[src/rtl/cpu_pkg.sv]
// Shared CPU definitions: opcode constants, immediate-type encodings, the
// registered execute bundle and the operand-forwarding helper.
package cpu_pkg;

  // Major opcodes understood by the decode/issue stage.
  typedef enum logic [6:0] {
    OPC_OP     = 7'b0110011,
    OPC_OP_IMM = 7'b0010011,
    OPC_LUI    = 7'b0110111,
    OPC_AUIPC  = 7'b0010111,
    OPC_LOAD   = 7'b0000011,
    OPC_STORE  = 7'b0100011
  } opcode_e;

  // Which immediate, if any, drives the B operand.
  typedef enum logic [1:0] {
    IMM_NONE,
    IMM_I,
    IMM_S,
    IMM_U
  } imm_type_e;

  localparam logic [4:0] REG_ZERO = 5'd0;

  // Everything the execute stage receives alongside o_ex_valid.
  typedef struct packed {
    logic [31:0] in_a;
    logic [31:0] in_b;
    logic [31:0] store_data;
    logic [2:0]  funct3;
    logic [6:0]  funct7;
    logic        alu_en;
    logic        alu_imm;
    logic [4:0]  rd;
    logic        we;
    logic        load;
    logic        store;
    logic        illegal;
  } ex_bundle_t;

  // Youngest producer wins: memory stage over writeback over the register
  // file. x0 is hard-wired to zero even if a stage claims to write it.
  function automatic logic [31:0] fwd_operand(
    input logic [4:0]  rs,
    input logic [31:0] rf_data,
    input logic        mem_we,
    input logic [4:0]  mem_rd,
    input logic [31:0] mem_data,
    input logic        wb_we,
    input logic [4:0]  wb_rd,
    input logic [31:0] wb_data
  );
    if (rs == REG_ZERO)                return '0;
    else if (mem_we && (mem_rd == rs)) return mem_data;
    else if (wb_we && (wb_rd == rs))   return wb_data;
    else                               return rf_data;
  endfunction

endpackage

[src/rtl/decode_issue_if.sv]
// Decode-to-execute issue channel: registered operands/controls plus the
// execute stage's ready.
interface decode_issue_if;
  import cpu_pkg::*;

  logic        i_ex_ready;
  logic        o_ex_valid;
  logic [31:0] o_ex_in_a;
  logic [31:0] o_ex_in_b;
  logic [2:0]  o_ex_funct3;
  logic [6:0]  o_ex_funct7;
  logic        o_ex_alu_en;
  logic        o_ex_alu_imm;
  logic [4:0]  o_ex_rd;
  logic        o_ex_we;
  logic        o_ex_load;
  logic        o_ex_store;
  logic [31:0] o_ex_store_data;
  logic        o_ex_illegal;

  modport master (
    input  i_ex_ready,
    output o_ex_valid, o_ex_in_a, o_ex_in_b, o_ex_funct3, o_ex_funct7,
           o_ex_alu_en, o_ex_alu_imm, o_ex_rd, o_ex_we, o_ex_load,
           o_ex_store, o_ex_store_data, o_ex_illegal
  );

  modport slave (
    output i_ex_ready,
    input  o_ex_valid, o_ex_in_a, o_ex_in_b, o_ex_funct3, o_ex_funct7,
           o_ex_alu_en, o_ex_alu_imm, o_ex_rd, o_ex_we, o_ex_load,
           o_ex_store, o_ex_store_data, o_ex_illegal
  );
endinterface

[src/rtl/decode_issue_imm_gen.sv]
// Immediate generator: extracts the sign-extended I/S immediates and the
// upper U immediate from a raw instruction word.
module imm_gen (
  input  logic [31:0] i_inst,
  output logic [31:0] o_imm_i,
  output logic [31:0] o_imm_s,
  output logic [31:0] o_imm_u
);
  assign o_imm_i = {{20{i_inst[31]}}, i_inst[31:20]};
  assign o_imm_s = {{20{i_inst[31]}}, i_inst[31:25], i_inst[11:7]};
  assign o_imm_u = {i_inst[31:12], 12'h000};
endmodule

[src/rtl/decode_issue.sv]
// Decode/issue stage: decodes the offered instruction, forwards operands,
// detects load-use hazards and registers one instruction toward execute.
module decode_issue
  import cpu_pkg::*;
(
  input  logic        i_clk,
  input  logic        i_rst,
  input  logic        i_flush,
  input  logic        i_if_valid,
  input  logic [31:0] i_if_inst,
  input  logic [31:0] i_if_pc,
  output logic        o_if_ready,
  output logic [4:0]  o_rs1_addr,
  output logic [4:0]  o_rs2_addr,
  input  logic [31:0] i_rs1_data,
  input  logic [31:0] i_rs2_data,
  input  logic        i_fwd_mem_we,
  input  logic [4:0]  i_fwd_mem_rd,
  input  logic [31:0] i_fwd_mem_data,
  input  logic        i_fwd_wb_we,
  input  logic [4:0]  i_fwd_wb_rd,
  input  logic [31:0] i_fwd_wb_data,
  decode_issue_if.master ex
);

  logic [6:0]  w_opcode;
  logic [4:0]  w_rd;
  logic [2:0]  w_funct3;
  logic [31:0] w_imm_i;
  logic [31:0] w_imm_s;
  logic [31:0] w_imm_u;
  logic [31:0] w_rs1_val;
  logic [31:0] w_rs2_val;
  logic        w_uses_rs1;
  logic        w_uses_rs2;
  imm_type_e   w_imm_type;
  ex_bundle_t  w_dec;
  logic        w_load_use;
  logic        w_advance;
  logic        w_accept;

  logic        r_valid;
  ex_bundle_t  r_ex;

  assign w_opcode   = i_if_inst[6:0];
  assign w_rd       = i_if_inst[11:7];
  assign w_funct3   = i_if_inst[14:12];
  assign o_rs1_addr = i_if_inst[19:15];
  assign o_rs2_addr = i_if_inst[24:20];

  imm_gen u_imm_gen (
    .i_inst  (i_if_inst),
    .o_imm_i (w_imm_i),
    .o_imm_s (w_imm_s),
    .o_imm_u (w_imm_u)
  );

  assign w_rs1_val = fwd_operand(o_rs1_addr, i_rs1_data,
                                 i_fwd_mem_we, i_fwd_mem_rd, i_fwd_mem_data,
                                 i_fwd_wb_we, i_fwd_wb_rd, i_fwd_wb_data);
  assign w_rs2_val = fwd_operand(o_rs2_addr, i_rs2_data,
                                 i_fwd_mem_we, i_fwd_mem_rd, i_fwd_mem_data,
                                 i_fwd_wb_we, i_fwd_wb_rd, i_fwd_wb_data);

  // Decode the offered instruction into the execute bundle.
  always_comb begin
    // NOTE: every output of this block gets a default first, so no path can
    // leave a signal unassigned and infer a latch.
    w_dec      = '0;
    w_uses_rs1 = 1'b0;
    w_uses_rs2 = 1'b0;
    w_imm_type = IMM_NONE;
    case (w_opcode)
      OPC_OP: begin
        w_uses_rs1     = 1'b1;
        w_uses_rs2     = 1'b1;
        w_dec.alu_en   = 1'b1;
        w_dec.in_a     = w_rs1_val;
        w_dec.in_b     = w_rs2_val;
        w_dec.funct3   = w_funct3;
        w_dec.funct7   = i_if_inst[31:25];
        w_dec.rd       = w_rd;
        w_dec.we       = (w_rd != REG_ZERO);
      end
      OPC_OP_IMM: begin
        w_uses_rs1     = 1'b1;
        w_imm_type     = IMM_I;
        w_dec.alu_en   = 1'b1;
        w_dec.alu_imm  = 1'b1;
        w_dec.in_a     = w_rs1_val;
        w_dec.funct3   = w_funct3;
        // Only shifts carry a meaningful funct7; ADDI with imm[10] set must
        // not turn into a subtract.
        w_dec.funct7   = ((w_funct3 == 3'b001) || (w_funct3 == 3'b101))
                         ? i_if_inst[31:25] : 7'd0;
        w_dec.rd       = w_rd;
        w_dec.we       = (w_rd != REG_ZERO);
      end
      OPC_LUI: begin
        w_imm_type     = IMM_U;
        w_dec.rd       = w_rd;
        w_dec.we       = (w_rd != REG_ZERO);
      end
      OPC_AUIPC: begin
        w_imm_type     = IMM_U;
        w_dec.in_a     = i_if_pc;
        w_dec.rd       = w_rd;
        w_dec.we       = (w_rd != REG_ZERO);
      end
      OPC_LOAD: begin
        w_uses_rs1     = 1'b1;
        w_imm_type     = IMM_I;
        w_dec.in_a     = w_rs1_val;
        w_dec.funct3   = w_funct3;
        w_dec.load     = 1'b1;
        w_dec.rd       = w_rd;
        w_dec.we       = (w_rd != REG_ZERO);
      end
      OPC_STORE: begin
        w_uses_rs1       = 1'b1;
        w_uses_rs2       = 1'b1;
        w_imm_type       = IMM_S;
        w_dec.in_a       = w_rs1_val;
        w_dec.funct3     = w_funct3;
        w_dec.store      = 1'b1;
        w_dec.store_data = w_rs2_val;
      end
      default: begin
        w_dec.illegal  = 1'b1;
      end
    endcase
    case (w_imm_type)
      IMM_I:   w_dec.in_b = w_imm_i;
      IMM_S:   w_dec.in_b = w_imm_s;
      IMM_U:   w_dec.in_b = w_imm_u;
      default: ;
    endcase
  end

  // A load still sitting in the output register cannot forward its data yet.
  assign w_load_use = r_valid && r_ex.load && (r_ex.rd != REG_ZERO) &&
                      ((w_uses_rs1 && (o_rs1_addr == r_ex.rd)) ||
                       (w_uses_rs2 && (o_rs2_addr == r_ex.rd)));

  assign w_advance  = !r_valid || ex.i_ex_ready;
  assign w_accept   = i_if_valid && !w_load_use;
  assign o_if_ready = w_advance && !w_load_use && !i_flush && !i_rst;

  // Output register: reset/flush kill it, otherwise load or bubble on advance.
  always_ff @(posedge i_clk) begin
    // NOTE: state is updated with non-blocking assignments so every register
    // samples pre-edge values, independent of statement order.
    if (i_rst) begin
      r_valid <= 1'b0;
      r_ex    <= '0;
    end else if (i_flush) begin
      r_valid <= 1'b0;
    end else if (w_advance) begin
      r_valid <= w_accept;
      if (w_accept) r_ex <= w_dec;
    end
  end

  assign ex.o_ex_valid      = r_valid;
  assign ex.o_ex_in_a       = r_ex.in_a;
  assign ex.o_ex_in_b       = r_ex.in_b;
  assign ex.o_ex_funct3     = r_ex.funct3;
  assign ex.o_ex_funct7     = r_ex.funct7;
  assign ex.o_ex_alu_en     = r_ex.alu_en;
  assign ex.o_ex_alu_imm    = r_ex.alu_imm;
  assign ex.o_ex_rd         = r_ex.rd;
  assign ex.o_ex_we         = r_ex.we;
  assign ex.o_ex_load       = r_ex.load;
  assign ex.o_ex_store      = r_ex.store;
  assign ex.o_ex_store_data = r_ex.store_data;
  assign ex.o_ex_illegal    = r_ex.illegal;

endmodule

[src/flat_wrapper.sv]
// flat-port wrapper written by rule: the top's interface ports become plain ports
module decode_issue_flat import cpu_pkg::*;
  (i_clk, i_rst, i_flush, i_if_valid, i_if_inst, i_if_pc, o_if_ready, o_rs1_addr, o_rs2_addr, i_rs1_data, i_rs2_data, i_fwd_mem_we, i_fwd_mem_rd, i_fwd_mem_data, i_fwd_wb_we, i_fwd_wb_rd, i_fwd_wb_data, ex_i_ex_ready, ex_o_ex_valid, ex_o_ex_in_a, ex_o_ex_in_b, ex_o_ex_funct3, ex_o_ex_funct7, ex_o_ex_alu_en, ex_o_ex_alu_imm, ex_o_ex_rd, ex_o_ex_we, ex_o_ex_load, ex_o_ex_store, ex_o_ex_store_data, ex_o_ex_illegal);
  decode_issue_if ex_i ();
  input  logic i_clk;
  input  logic i_rst;
  input  logic i_flush;
  input  logic i_if_valid;
  input  logic [31:0] i_if_inst;
  input  logic [31:0] i_if_pc;
  output logic o_if_ready;
  output logic [4:0] o_rs1_addr;
  output logic [4:0] o_rs2_addr;
  input  logic [31:0] i_rs1_data;
  input  logic [31:0] i_rs2_data;
  input  logic i_fwd_mem_we;
  input  logic [4:0] i_fwd_mem_rd;
  input  logic [31:0] i_fwd_mem_data;
  input  logic i_fwd_wb_we;
  input  logic [4:0] i_fwd_wb_rd;
  input  logic [31:0] i_fwd_wb_data;
  input wire logic [$bits(ex_i.i_ex_ready)-1:0] ex_i_ex_ready;
  output wire logic [$bits(ex_i.o_ex_valid)-1:0] ex_o_ex_valid;
  output wire logic [$bits(ex_i.o_ex_in_a)-1:0] ex_o_ex_in_a;
  output wire logic [$bits(ex_i.o_ex_in_b)-1:0] ex_o_ex_in_b;
  output wire logic [$bits(ex_i.o_ex_funct3)-1:0] ex_o_ex_funct3;
  output wire logic [$bits(ex_i.o_ex_funct7)-1:0] ex_o_ex_funct7;
  output wire logic [$bits(ex_i.o_ex_alu_en)-1:0] ex_o_ex_alu_en;
  output wire logic [$bits(ex_i.o_ex_alu_imm)-1:0] ex_o_ex_alu_imm;
  output wire logic [$bits(ex_i.o_ex_rd)-1:0] ex_o_ex_rd;
  output wire logic [$bits(ex_i.o_ex_we)-1:0] ex_o_ex_we;
  output wire logic [$bits(ex_i.o_ex_load)-1:0] ex_o_ex_load;
  output wire logic [$bits(ex_i.o_ex_store)-1:0] ex_o_ex_store;
  output wire logic [$bits(ex_i.o_ex_store_data)-1:0] ex_o_ex_store_data;
  output wire logic [$bits(ex_i.o_ex_illegal)-1:0] ex_o_ex_illegal;
  assign ex_i.i_ex_ready = ex_i_ex_ready;
  assign ex_o_ex_valid = ex_i.o_ex_valid;
  assign ex_o_ex_in_a = ex_i.o_ex_in_a;
  assign ex_o_ex_in_b = ex_i.o_ex_in_b;
  assign ex_o_ex_funct3 = ex_i.o_ex_funct3;
  assign ex_o_ex_funct7 = ex_i.o_ex_funct7;
  assign ex_o_ex_alu_en = ex_i.o_ex_alu_en;
  assign ex_o_ex_alu_imm = ex_i.o_ex_alu_imm;
  assign ex_o_ex_rd = ex_i.o_ex_rd;
  assign ex_o_ex_we = ex_i.o_ex_we;
  assign ex_o_ex_load = ex_i.o_ex_load;
  assign ex_o_ex_store = ex_i.o_ex_store;
  assign ex_o_ex_store_data = ex_i.o_ex_store_data;
  assign ex_o_ex_illegal = ex_i.o_ex_illegal;
  decode_issue u_core (.i_clk(i_clk), .i_rst(i_rst), .i_flush(i_flush), .i_if_valid(i_if_valid), .i_if_inst(i_if_inst), .i_if_pc(i_if_pc), .o_if_ready(o_if_ready), .o_rs1_addr(o_rs1_addr), .o_rs2_addr(o_rs2_addr), .i_rs1_data(i_rs1_data), .i_rs2_data(i_rs2_data), .i_fwd_mem_we(i_fwd_mem_we), .i_fwd_mem_rd(i_fwd_mem_rd), .i_fwd_mem_data(i_fwd_mem_data), .i_fwd_wb_we(i_fwd_wb_we), .i_fwd_wb_rd(i_fwd_wb_rd), .i_fwd_wb_data(i_fwd_wb_data), .ex(ex_i));
endmodule
[config.mk]
export PLATFORM = sky130hd
export DESIGN_NAME = decode_issue_flat
export DESIGN_NICKNAME = d
export VERILOG_FILES = /design/src/rtl/cpu_pkg.sv /design/src/rtl/decode_issue_if.sv /design/src/rtl/decode_issue_imm_gen.sv /design/src/rtl/decode_issue.sv /design/src/flat_wrapper.sv
export SDC_FILE = /design/constraint.sdc
export NUM_CORES = 1
export LEC_CHECK = 0
export CORE_ASPECT_RATIO = 2
export CORE_MARGIN = 2
export CORE_UTILIZATION = 25
export CTS_BUF_LIST = sky130_fd_sc_hd__clkbuf_4
export DETAILED_ROUTE_END_ITERATION = 7
export MAX_ROUTING_LAYER = met4
export PLACE_DENSITY = 0.59
export SYNTH_ARGS = -nofsm -noshare
export SYNTH_HDL_FRONTEND = slang
export SYNTH_SLANG_ARGS = --single-unit
[constraint.sdc]
create_clock -name i_clk -period 2.1 [get_ports i_clk]
set_input_delay 0.315 -clock i_clk [delete_from_list [all_inputs] [get_ports i_clk]]
set_output_delay 0.315 -clock i_clk [all_outputs]
set_load 0.05 [all_outputs]
==> flow_metrics.py, run 1 <==
metrics = {
    "pwr": {
        "vdd.ir_drop.worst_mv": 0.3144,
        "power.leakage_uw": 0.005732,
        "share_seq_of_total_power": 0.366,
        "swShare": 0.3521,
        "total_switching_power_uw": 2292,
        "power_density_nw_per_um2": 475.9,
        "power.combinational.fraction": 0.348,
        "p_int_uw": 4216,
        "clock_power_share": 0.286,
    },
    "cells_and_area": {
        "final_layout_size_suffix_gt1_frac": 0.2827,
        "layout-area-overhead-vs-synth_pct": 96.62,
        "fin_area_um2": 13680,
        "layout.nets": 1533,
        "final_cells": 1696,
    },
    "worst_setup_path": {
        "crit_path_max_incr_delay_ns": 0.53,
        "worst-endpoint-required_ns": 1.78,
        "critical_path_buf_inv_count": 2,
        "crit_slowest_cell": "sky130_fd_sc_hd__or4_4",
        "critPathCaptureType": "output pin",
        "cp_max_fo": 2,
        "worstSetupStartpointType": "flop",
        "cp_cell_sequence": "or4_4, o2111ai_4, buf_6, nor2_4, nor4_4, buf_12",
        "worstSetupPathType": "reg2out",
        "timing.critical_path.max_delay_family": "simple AND/OR/NAND/NOR gates",
        "critical_path_arrival_ns": 2.28,
    },
    "place": {
        "place_area_um2": 11580,
        "finalWeightedCongestion": 0.9302,
        "dpl.hpwl_um": 29730,
        "io_buffer_count": 337,
        "numPlacedInstances": 1605,
    },
    "outcome": {
        "status": "finished, violations left",
        "violations": "setup timing",
    },
    "logic_synthesis": {
        "mappedNetlistArea_um2": 6955,
        "yosysUniqueCellTypes": 48,
        "ys_seq_area_frac": 0.3396,
        "syn_nets": 1111,
        "synth_top_area_cell": "sky130_fd_sc_hd__dfxtp_1",
        "postSynth.topFlopCell": "sky130_fd_sc_hd__dfxtp_1",
        "synth_largest_type_area_fraction": 0.3396,
        "synthCells": 902,
        "ys_warn_count": 0,
        "yosys-top-cells-area": "sky130_fd_sc_hd__dfxtp_1 34%, sky130_fd_sc_hd__nor3_1 9.0%, sky130_fd_sc_hd__or3_1 5.5%, sky130_fd_sc_hd__o21ai_0 4.8%, sky130_fd_sc_hd__a211oi_1 4.4%",
        "postSynthRegisterBits": 118,
        "ys_async_sr_fraction": 0,
        "synth_enable_flop_cells": 0,
        "syn_area_per_cell_um2": 7.711,
    },
    "clock_network": {
        "cts.root.buffer_cell": "sky130_fd_sc_hd__clkbuf_4",
        "cts_tree": "yes",
        "clock_tree.htree_level_count": 4,
        "clkTransAtPathRegs_ns": 0.13,
        "cts_made_buffers": 17,
        "clock_insertion_delay_worst_skew_ns": 0.61,
        "cts.sink_count": 118,
        "cts_hold_buf": 0,
        "clk_path_buf_depth": 2,
    },
    "detailed_routing": {
        "via_count_of_the_routed_design": 9327,
        "route.detailed.drc": 0,
        "postRouteAntennaNets": 0,
        "routed_wirelength_um": 42600,
        "detailedRoute.firstPassIterationCount": 5,
        "post_drt_via_cell_ratio": 5.499,
        "detailedRoute.firstIterationViolations": 542,
        "route.detailed.wl_per_inst_um": 25.12,
    },
    "grt": {
        "grt_pass1_vias": 9038,
        "largest_net_degree_at_the_start_of_global_routing": 56,
        "wire_length_of_the_first_global_routing_pass_um": 57910,
        "all_layer_global_routing_usage": 0.2815,
        "globalRouteOverflowTotal": 0,
        "grt_antenna_before_repair": 7,
    },
    "job": {
        "cap_violations": 0,
    },
    "sta": {
        "timing.max_slew.rel_slack": 0.5890,
        "setup_tns_ns": -30.74,
        "final-setup-viol-count": 118,
        "max_freq_ghz": 0.3859,
        "final-max-slew-violation-count": 0,
        "grt_setup_unrepaired": "yes",
        "hold_viol_final": 0,
        "finClkSkew_ns": 0.02561,
        "layout_worst_path_cycle_share": 1.234,
        "layout_min_cycle_time_ns": 2.591,
        "worst_pin_slew_ns": 0.6189,
        "worst_hold_slack_ns": 0.1210,
        "finalWorstSetupSlack_ns": -0.4913,
    },
    "min_path": {
        "timing.hold.worst.class": "in2reg",
    },
    "floorplanning": {
        "die_width_um": 121.9,
        "fp.coreArea_um2": 27440,
        "start_util": 0.2535,
        "ios": 338,
        "floorplan.rows": 86,
        "die_height_um": 239.9,
        "die-area_um2": 29250,
    },
}
[power groups by stage]
stage	clock, uW	combinational [uW]	sequential [uW]
after global placement	0	1880	2410
after global routing	1990	2360	2390
after CTS	1910	2080	2360
final	1860	2260	2380
after floorplan	0	582	2670
after detailed placement	0	1880	2410
[synth_stat cells, drive strengths merged, types with 14 or more instances]
cell / count
xnor2: 19
a211oi: 41
a31oi: 32
nor3: 125
clkbuf: 64
a311oi: 33
a221oi: 22
a21oi: 14
nor2: 82
buf: 46
nand2: 58
or3: 61
nand3b: 14
a22o: 32
nand3: 16
dfxtp: 118
o21ai: 70
[placed cells by master, fill, tap and decap left out, types with 15 or more instances in the layout]
cell	n
sky130_fd_sc_hd__a211oi_1	22
sky130_fd_sc_hd__a31oi_1	32
sky130_fd_sc_hd__clkbuf_4	19
sky130_fd_sc_hd__buf_12	43
sky130_fd_sc_hd__a211oi_2	17
sky130_fd_sc_hd__a22o_1	32
sky130_fd_sc_hd__nand2_1	56
sky130_fd_sc_hd__dfxtp_1	113
sky130_fd_sc_hd__a221oi_2	17
sky130_fd_sc_hd__nor2_4	36
sky130_fd_sc_hd__nor3_1	114
sky130_fd_sc_hd__dlygate4sd2_1	82
sky130_fd_sc_hd__buf_4	109
sky130_fd_sc_hd__nor2_1	27
sky130_fd_sc_hd__buf_6	15
sky130_fd_sc_hd__xnor2_1	19
sky130_fd_sc_hd__o21ai_0	64
sky130_fd_sc_hd__a311oi_1	33
sky130_fd_sc_hd__clkdlybuf4s50_1	207
sky130_fd_sc_hd__dlymetal6s2s_1	28
sky130_fd_sc_hd__nor2_2	19
sky130_fd_sc_hd__or3_1	59
[sequential cells by signal, summed over array words and instances, names as in the netlist]
signal / flops
u_core.ex.o_ex_store_data: 32
u_core.ex.o_ex_rd: 5
u_core.ex.o_ex_funct7: 7
u_core.ex.o_ex_in_b: 32
u_core.ex.o_ex_we: 1
u_core.ex.o_ex_alu_imm: 1
u_core.ex.o_ex_load: 1
u_core.ex.o_ex_store: 1
u_core.ex.o_ex_illegal: 1
u_core.ex.o_ex_alu_en: 1
u_core.ex.o_ex_valid: 1
u_core.ex.o_ex_in_a: 32
u_core.ex.o_ex_funct3: 3
[cell type report]
class / count / area, um2
fillers: 2620 / 13760
repair buffers: 513 / 5657
multi-input cells: 672 / 4881
flip-flops and latches: 118 / 2374
well taps: 352 / 440.4
clock inverters: 13 / 156.4
clock buffers: 19 / 142.6
diodes: 7 / 17.52
inverters: 2 / 7.507
[cells by family after synthesis]
| group | Yosys count | synth area share |
|---|---|---|
| compound gates | 256 | 0.2634 |
| flops | 118 | 0.3396 |
| simple gates | 386 | 0.2812 |
| buf+inv | 112 | 0.07807 |
| xor+xnor | 30 | 0.03778 |
[what timing repair did]
| item | CTS | global route |
|---|---|---|
| setup endpoints to repair | 230 | 148 |
| cloned | 20 | 10 |
| pin swaps | 29 | 60 |
| buffers inserted | 16 | 16 |
| resized for setup | 144 | 205 |
[worst paths after layout]
check | startpoint | end | slack [ns] | cells past startpoint
worst min register to register | u_core.ex.o_ex_funct3[1] | u_core.ex.o_ex_funct3[1] | 0.46 | 2
worst min-delay path | i_rst | u_core.ex.o_ex_load | 0.12 | 2
worst max-delay path | u_core.ex.o_ex_rd[0] | o_if_ready | -0.49 | 6
worst max register to register | u_core.ex.o_ex_rd[3] | u_core.ex.o_ex_store_data[26] | -0.38 | 12
[per-layer routing]
layer,GRT usage,share of wire,vias up
met5,-,0,-
met4,0.1606,0.073,0
met3,0.04744,0.063,154
met2,0.4984,0.52,497
met1,0.2891,0.34,4434
li1,-,-,4242
[through the flow]
step	setup slack [ns]	total power, uW	utilization
after global placement	-0.6413	4288	0.4222
after floorplan	-0.1958	3250	-
after CTS	-0.5484	6358	0.4603
after detailed placement	-0.6843	4293	0.4222
after global routing	-0.5938	6742	0.4984
final	-0.4913	6508	0.4984
Note: power is estimated with default switching activity, not from simulation.
==> run 2: changes to the inputs <==
--- a/config.mk
+++ b/config.mk
@@ -5,13 +5,15 @@
 export SDC_FILE = /design/constraint.sdc
 export NUM_CORES = 1
 export LEC_CHECK = 0
+export CELL_PAD_IN_SITES_DETAIL_PLACEMENT = 1
+export CELL_PAD_IN_SITES_GLOBAL_PLACEMENT = 1
 export CORE_ASPECT_RATIO = 2
 export CORE_MARGIN = 2
 export CORE_UTILIZATION = 25
 export CTS_BUF_LIST = sky130_fd_sc_hd__clkbuf_4
 export DETAILED_ROUTE_END_ITERATION = 7
 export MAX_ROUTING_LAYER = met4
-export PLACE_DENSITY = 0.59
+export PLACE_DENSITY = 0.79
 export SYNTH_ARGS = -nofsm -noshare
 export SYNTH_HDL_FRONTEND = slang
 export SYNTH_SLANG_ARGS = --single-unit
==> flow_metrics.py, run 2 (synthesis gave the netlist of run 1 again) <==
metrics = {
    "worst_setup_path": {
        "cp_max_fo": 2,
        "worstSetupStartpointType": "flop",
        "reg2regPathDepth": 13,
        "critPathCaptureType": "output pin",
        "worstSetupPathType": "reg2out",
        "critical_path_arrival_ns": 2.29,
        "worst-endpoint-required_ns": 1.78,
    },
    "floorplanning": {
        "die_height_um": 239.9,
        "floorplan.rows": 86,
        "die-area_um2": 29250,
        "ios": 338,
        "start_util": 0.2535,
        "fp.coreArea_um2": 27440,
        "die_width_um": 121.9,
    },
    "cells_and_area": {
        "layout.cells.most_common_list": "207 x sky130_fd_sc_hd__clkdlybuf4s50_1, 116 x sky130_fd_sc_hd__buf_4, 113 x sky130_fd_sc_hd__dlygate4sd2_1, 113 x sky130_fd_sc_hd__dfxtp_1, 104 x sky130_fd_sc_hd__nor3_1",
        "n_fill_cell": 3163,
        "area.sequential_um2": 2374,
        "layout.cells.most_common": "sky130_fd_sc_hd__clkdlybuf4s50_1",
        "final_layout_size_suffix_gt1_frac": 0.2975,
        "post-route-util": 0.5002,
        "layout.nets": 1544,
        "layout-area-overhead-vs-synth_pct": 97.32,
        "multi_input_area_um2": 5010,
    },
    "sta": {
        "final-setup-viol-count": 118,
        "layout_min_cycle_time_ns": 2.604,
        "timing.max_slew.rel_slack": 0.5940,
        "finalWorstSetupSlack_ns": -0.5044,
        "worst_pin_slew_ns": 0.6115,
        "hold_viol_final": 0,
        "max_freq_ghz": 0.3840,
        "layout_worst_path_cycle_share": 1.240,
        "worst_hold_slack_ns": 0.3498,
        "final-max-slew-violation-count": 0,
        "finClkSkew_ns": 0.02049,
        "grt_setup_unrepaired": "yes",
    },
    "place": {
        "dpl.hpwl_um": 31140,
        "finalWeightedCongestion": 0.9162,
        "io_buffer_count": 337,
    },
    "job": {
        "cap_violations": 0,
    },
    "clock_network": {
        "cts_tree": "yes",
        "clock_insertion_delay_worst_skew_ns": 0.63,
        "cts.root.buffer_cell": "sky130_fd_sc_hd__clkbuf_4",
        "cts.sink_count": 118,
        "clk_path_buf_depth": 2,
        "cts_made_buffers": 17,
        "clkTransAtPathRegs_ns": 0.12,
        "clock_tree.htree_level_count": 4,
    },
    "pwr": {
        "swShare": 0.3843,
        "power.combinational.fraction": 0.364,
        "fin_total_pwr_uw": 6485,
        "clock_power_share": 0.268,
        "share_seq_of_total_power": 0.368,
        "p_int_uw": 3993,
        "vdd.ir_drop.worst_mv": 0.2697,
        "power_density_nw_per_um2": 472.5,
        "total_switching_power_uw": 2492,
        "power.leakage_uw": 0.005455,
    },
    "grt": {
        "largest_net_degree_at_the_start_of_global_routing": 46,
        "grt_antenna_before_repair": 14,
        "wire_length_of_the_first_global_routing_pass_um": 64200,
        "top_usage_layer": "met2",
        "all_layer_global_routing_usage": 0.3068,
        "grt_pass1_vias": 10380,
        "globalRouteOverflowTotal": 0,
        "grt_util_met3": 0.04957,
        "groute.layer.met2.usage": 0.5277,
        "use_met1": 0.3012,
    },
    "min_path": {
        "hold_depth": 3,
        "timing.hold.worst.class": "in2reg",
    },
    "detailed_routing": {
        "route.detailed.drc": 0,
        "via_count_of_the_routed_design": 9784,
        "detailedRoute.firstPassIterationCount": 5,
        "detailedRoute.firstIterationViolations": 548,
        "routed_wirelength_um": 46810,
        "post_drt_via_cell_ratio": 5.705,
        "postRouteAntennaNets": 0,
        "route.detailed.wl_per_inst_um": 27.29,
    },
    "outcome": {
        "status": "finished, violations left",
        "violations": "setup timing",
    },
}
==> run 2: worst paths after layout <==
check,from,to,slack [ns]
hold / removal,i_if_inst[7],u_core.ex.o_ex_rd[0],0.35
setup / recovery,u_core.ex.o_ex_rd[0],o_if_ready,-0.50
setup reg to reg,u_core.ex.o_ex_rd[2],u_core.ex.o_ex_in_b[16],-0.37
hold reg to reg,u_core.ex.o_ex_funct7[6],u_core.ex.o_ex_funct7[6],0.48
==> run 2: per-layer routing <==
| metal | wire [um] | part of all wire |
|---|---|---|
| met1 | 16050 | 0.34 |
| met2 | 24600 | 0.53 |
| met3 | 2435 | 0.052 |
| met4 | 3723 | 0.080 |
| met5 | 0 | 0 |
==> run 2: through the flow <==
stage / instances / TNS [ns] / setup WS, ns / instance area [um2]
floorplan: 902 / -0.1958 / -0.1958 / 6984
global placement: 1616 / -53.92 / -0.6491 / 11690
detailed placement: 1616 / -62.65 / -0.7245 / 11690
CTS: 1694 / -20.88 / -0.5216 / 13210
global route: 1714 / -26.74 / -0.5941 / 13720
finish: 1715 / -20.71 / -0.5044 / 13720
==> run 2: power groups by stage <==
stage               combinational [uW]  sequential, uW  clock (uW)
floorplan                          582            2670           0
global placement                  1910            2410           0
detailed placement                1940            2410           0
CTS                               2200            2370        1750
global route                      2440            2390        1850
finish                            2360            2390        1740
==> run 2: layout make-up <==
| type | count | share of cell area |
|---|---|---|
| diodes | 15 | 0.002735 |
| clock buffers | 18 | 0.009846 |
| clock inverters | 14 | 0.009025 |
| inverters | 2 | 0.0005470 |
| multi-input cells | 672 | 0.3650 |
| flip-flops and latches | 118 | 0.1729 |
| well taps | 352 | 0.03209 |
| repair buffers | 524 | 0.4078 |
==> run 2: repair_timing <==
| action | 4_1_cts | 5_1_grt |
|---|---|---|
| resized for setup | 268 | 112 |
| endpoints found under the hold margin | 2 | 0 |
| endpoints found under the setup margin | 231 | 120 |
| setup buffers | 25 | 12 |
| pin swaps | 54 | 36 |
| hold buffers | 1 | 0 |
| cloned | 21 | 5 |
==> run 2: critical path: stages, from the launching register on <==
cell and delay (ns):
sky130_fd_sc_hd__dfxtp_4 0.37, sky130_fd_sc_hd__or4_4 0.52, sky130_fd_sc_hd__o2111ai_4 0.22, sky130_fd_sc_hd__buf_6 0.14, sky130_fd_sc_hd__nor2_2 0.05, sky130_fd_sc_hd__nor4_4 0.19
sky130_fd_sc_hd__buf_12 0.18
==> run 3: changes to the inputs <==
--- a/config.mk
+++ b/config.mk
@@ -5,6 +5,7 @@
 export SDC_FILE = /design/constraint.sdc
 export NUM_CORES = 1
 export LEC_CHECK = 0
+export ABC_AREA = 1
 export CELL_PAD_IN_SITES_DETAIL_PLACEMENT = 1
 export CELL_PAD_IN_SITES_GLOBAL_PLACEMENT = 1
 export CORE_ASPECT_RATIO = 2
@@ -13,7 +14,8 @@
 export CTS_BUF_LIST = sky130_fd_sc_hd__clkbuf_4
 export DETAILED_ROUTE_END_ITERATION = 7
 export MAX_ROUTING_LAYER = met4
-export PLACE_DENSITY = 0.79
+export PLACE_DENSITY_LB_ADDON = 0.1
 export SYNTH_ARGS = -nofsm -noshare
 export SYNTH_HDL_FRONTEND = slang
 export SYNTH_SLANG_ARGS = --single-unit
+export TNS_END_PERCENT = 10
==> flow_metrics.py, run 3 <==
metrics = {
    "outcome": {
        "status": "finished, violations left",
        "violations": "setup timing",
    },
    "floorplanning": {
        "floorplan.rows": 93,
        "fp.coreArea_um2": 32120,
        "die_width_um": 131.7,
        "start_util": 0.2537,
        "die-area_um2": 34140,
        "die_height_um": 259.3,
        "ios": 338,
    },
    "place": {
        "io_buffer_count": 337,
        "dpl.hpwl_um": 35110,
        "finalWeightedCongestion": 0.9166,
    },
    "sta": {
        "final-setup-viol-count": 1,
        "final-max-slew-violation-count": 0,
        "finClkSkew_ns": 0.02380,
        "layout_worst_path_cycle_share": 1.059,
        "timing.max_slew.rel_slack": 0.5629,
        "hold_viol_final": 0,
        "finalWorstSetupSlack_ns": -0.1238,
        "layout_min_cycle_time_ns": 2.224,
        "worst_hold_slack_ns": 0.1283,
        "worst_pin_slew_ns": 0.6557,
        "max_freq_ghz": 0.4497,
        "grt_setup_unrepaired": "yes",
    },
    "logic_synthesis": {
        "postSynthRegisterBits": 118,
        "post_synth_most_frequent_cells": "512 x sky130_fd_sc_hd__nand2_1, 330 x sky130_fd_sc_hd__nor2_1, 138 x sky130_fd_sc_hd__nand3_1",
        "ys_async_sr_fraction": 0,
        "synth_largest_type_area_fraction": 0.2899,
        "synth_top_area_cell": "sky130_fd_sc_hd__dfxtp_1",
        "ys_warn_count": 0,
        "synth_enable_flop_cells": 0,
        "syn_nets": 1685,
        "yosysUniqueCellTypes": 32,
        "syn_area_per_cell_um2": 5.521,
        "mappedNetlistArea_um2": 8149,
        "synth.most_common_cell": "sky130_fd_sc_hd__nand2_1",
        "synthCells": 1476,
        "ys_seq_area_frac": 0.2899,
        "postSynth.topFlopCell": "sky130_fd_sc_hd__dfxtp_1",
        "yosys-top-cells-area": "sky130_fd_sc_hd__dfxtp_1 29%, sky130_fd_sc_hd__nand2_1 24%, sky130_fd_sc_hd__nor2_1 15%, sky130_fd_sc_hd__nand3_1 8.5%, sky130_fd_sc_hd__inv_1 4.9%",
    },
    "pwr": {
        "vdd.ir_drop.worst_mv": 0.3233,
        "power_density_nw_per_um2": 485.2,
        "power.leakage_uw": 0.006738,
        "fin_total_pwr_uw": 6436,
    },
    "clock_network": {
        "clock_tree.htree_level_count": 4,
        "cts_made_buffers": 17,
        "cts.sink_count": 118,
        "cts_tree": "yes",
        "cts.root.buffer_cell": "sky130_fd_sc_hd__clkbuf_4",
        "clk_path_buf_depth": 2,
        "clock_insertion_delay_worst_skew_ns": 0.60,
        "cts_hold_buf": 0,
        "clkTransAtPathRegs_ns": 0.14,
    },
    "worst_setup_path": {
        "r2r-start": "u_core.ex.o_ex_rd[0]",
        "worst-endpoint-required_ns": 1.78,
        "setup.worst_path.start": "i_if_inst[21]",
        "worstSetupPathType": "in2out",
        "r2r_slack_ns": 0.24,
        "critical_path_arrival_ns": 1.91,
        "critPathCaptureType": "output pin",
        "cp_max_fo": 6,
        "worstSetupStartpointType": "primary input",
    },
    "grt": {
        "grt_antenna_before_repair": 7,
        "globalRouteOverflowTotal": 0,
        "grt_pass1_vias": 11210,
        "wire_length_of_the_first_global_routing_pass_um": 64730,
        "largest_net_degree_at_the_start_of_global_routing": 50,
        "all_layer_global_routing_usage": 0.2545,
    },
    "cells_and_area": {
        "layout-area-overhead-vs-synth_pct": 62.78,
        "n_fill_cell": 4291,
        "layout.cells.most_common": "sky130_fd_sc_hd__nand2_1",
        "final_layout_size_suffix_gt1_frac": 0.1192,
        "post-route-util": 0.4130,
        "layout.nets": 2067,
        "layout.cells.most_common_list": "511 x sky130_fd_sc_hd__nand2_1, 327 x sky130_fd_sc_hd__nor2_1, 207 x sky130_fd_sc_hd__clkdlybuf4s50_1, 137 x sky130_fd_sc_hd__nand3_1, 114 x sky130_fd_sc_hd__dfxtp_1",
    },
    "detailed_routing": {
        "postRouteAntennaNets": 0,
        "via_count_of_the_routed_design": 10620,
        "detailedRoute.firstPassIterationCount": 5,
        "route.detailed.drc": 0,
        "detailedRoute.firstIterationViolations": 547,
        "post_drt_via_cell_ratio": 4.610,
        "routed_wirelength_um": 42390,
        "route.detailed.wl_per_inst_um": 18.40,
    },
    "min_path": {
        "timing.hold.worst.class": "in2reg",
        "hp-start": "i_rst",
    },
    "job": {
        "cap_violations": 0,
    },
}
==> run 3: cell types whose count changed after synthesis, moves of 41 or more <==
cell,previous run,this run
sky130_fd_sc_hd__nor3_1,125,7
sky130_fd_sc_hd__nand3_1,16,138
sky130_fd_sc_hd__inv_1,2,107
sky130_fd_sc_hd__a211oi_1,41,0
sky130_fd_sc_hd__a21oi_1,14,73
sky130_fd_sc_hd__o21ai_0,67,7
sky130_fd_sc_hd__nor2_1,81,330
sky130_fd_sc_hd__or3_1,61,0
sky130_fd_sc_hd__nand2_1,58,512
==> run 3: area by class of cell <==
class	count	area [um2]	share of cell area
sequential	118	2372	0.1788
clock inverter	15	192.7	0.01453
clock buffer	17	127.6	0.009621
multi-input combinational	1140	4862	0.3665
inverter	117	441.7	0.03330
tap	427	534.3	0.04028
antenna	6	15.01	0.001132
timing repair buffer	464	4720	0.3558
==> run 3: worst paths after layout <==
| path | end | cells past startpoint |
|---|---|---|
| worst min-delay path | u_core.ex.o_ex_valid | 3 |
| worst max register to register | u_core.ex.o_ex_store_data[3] | 15 |
| worst max-delay path | o_if_ready | 9 |
| worst min register to register | u_core.ex.o_ex_we | 2 |
==> run 3: where the power goes <==
part	total, uW	internal [uW]	switching (uW)	leakage, uW
logic	2050	885	1170	0.00560
clock network	1990	857	1140	0.000170
registers	2390	2330	61.1	0.000965
==> run 3: what timing repair did <==
item | CTS | global route
setup buffers | 1 | 0
pin swaps | 1 | 4
setup endpoints to repair | 107 | 1
gates resized for setup | 115 | 2
==> run 3: routing by layer <==
| layer | share of wire | track usage | vias to the layer above |
|---|---|---|---|
| met2 | 0.52 | 0.4514 | 305 |
| met4 | 0.047 | 0.1356 | 0 |
| met1 | 0.40 | 0.2767 | 4887 |
| met3 | 0.034 | 0.03046 | 84 |
| met5 | 0 | - | - |
| li1 | - | - | 5346 |
==> run 3: kinds of logic after synthesis <==
family                 count (synthesis)  share of synthesized area
AO/OA/AOI/OAI                         97                    0.06372
XOR/XNOR                               7                   0.007524
buffers and inverters                218                     0.1216
flip-flops                           118                     0.2899
AND/OR/NAND/NOR                     1036                     0.5173
==> run 3: critical path: stages <==
cell and delay, ns:
sky130_fd_sc_hd__clkdlybuf4s50_1 0.70, sky130_fd_sc_hd__buf_4 0.18, sky130_fd_sc_hd__xor2_1 0.15, sky130_fd_sc_hd__nor2_1 0.05, sky130_fd_sc_hd__nand3_1 0.06, sky130_fd_sc_hd__nand2_1 0.06, sky130_fd_sc_hd__nand2_2 0.06, sky130_fd_sc_hd__and3_4 0.19
sky130_fd_sc_hd__buf_12 0.13
==> run 3: metrics by stage <==
step | area, um2 | setup WS (ns) | TNS (ns) | std cells
floorplan | 8149 | 0.1581 | 0 | 1476
global placement | 13040 | -0.3788 | -32.41 | 2265
detailed placement | 13040 | -0.4102 | -34.95 | 2265
CTS | 13250 | -0.1497 | -0.1497 | 2298
global route | 13270 | -0.2502 | -0.2502 | 2304
finish | 13270 | -0.1238 | -0.1238 | 2304
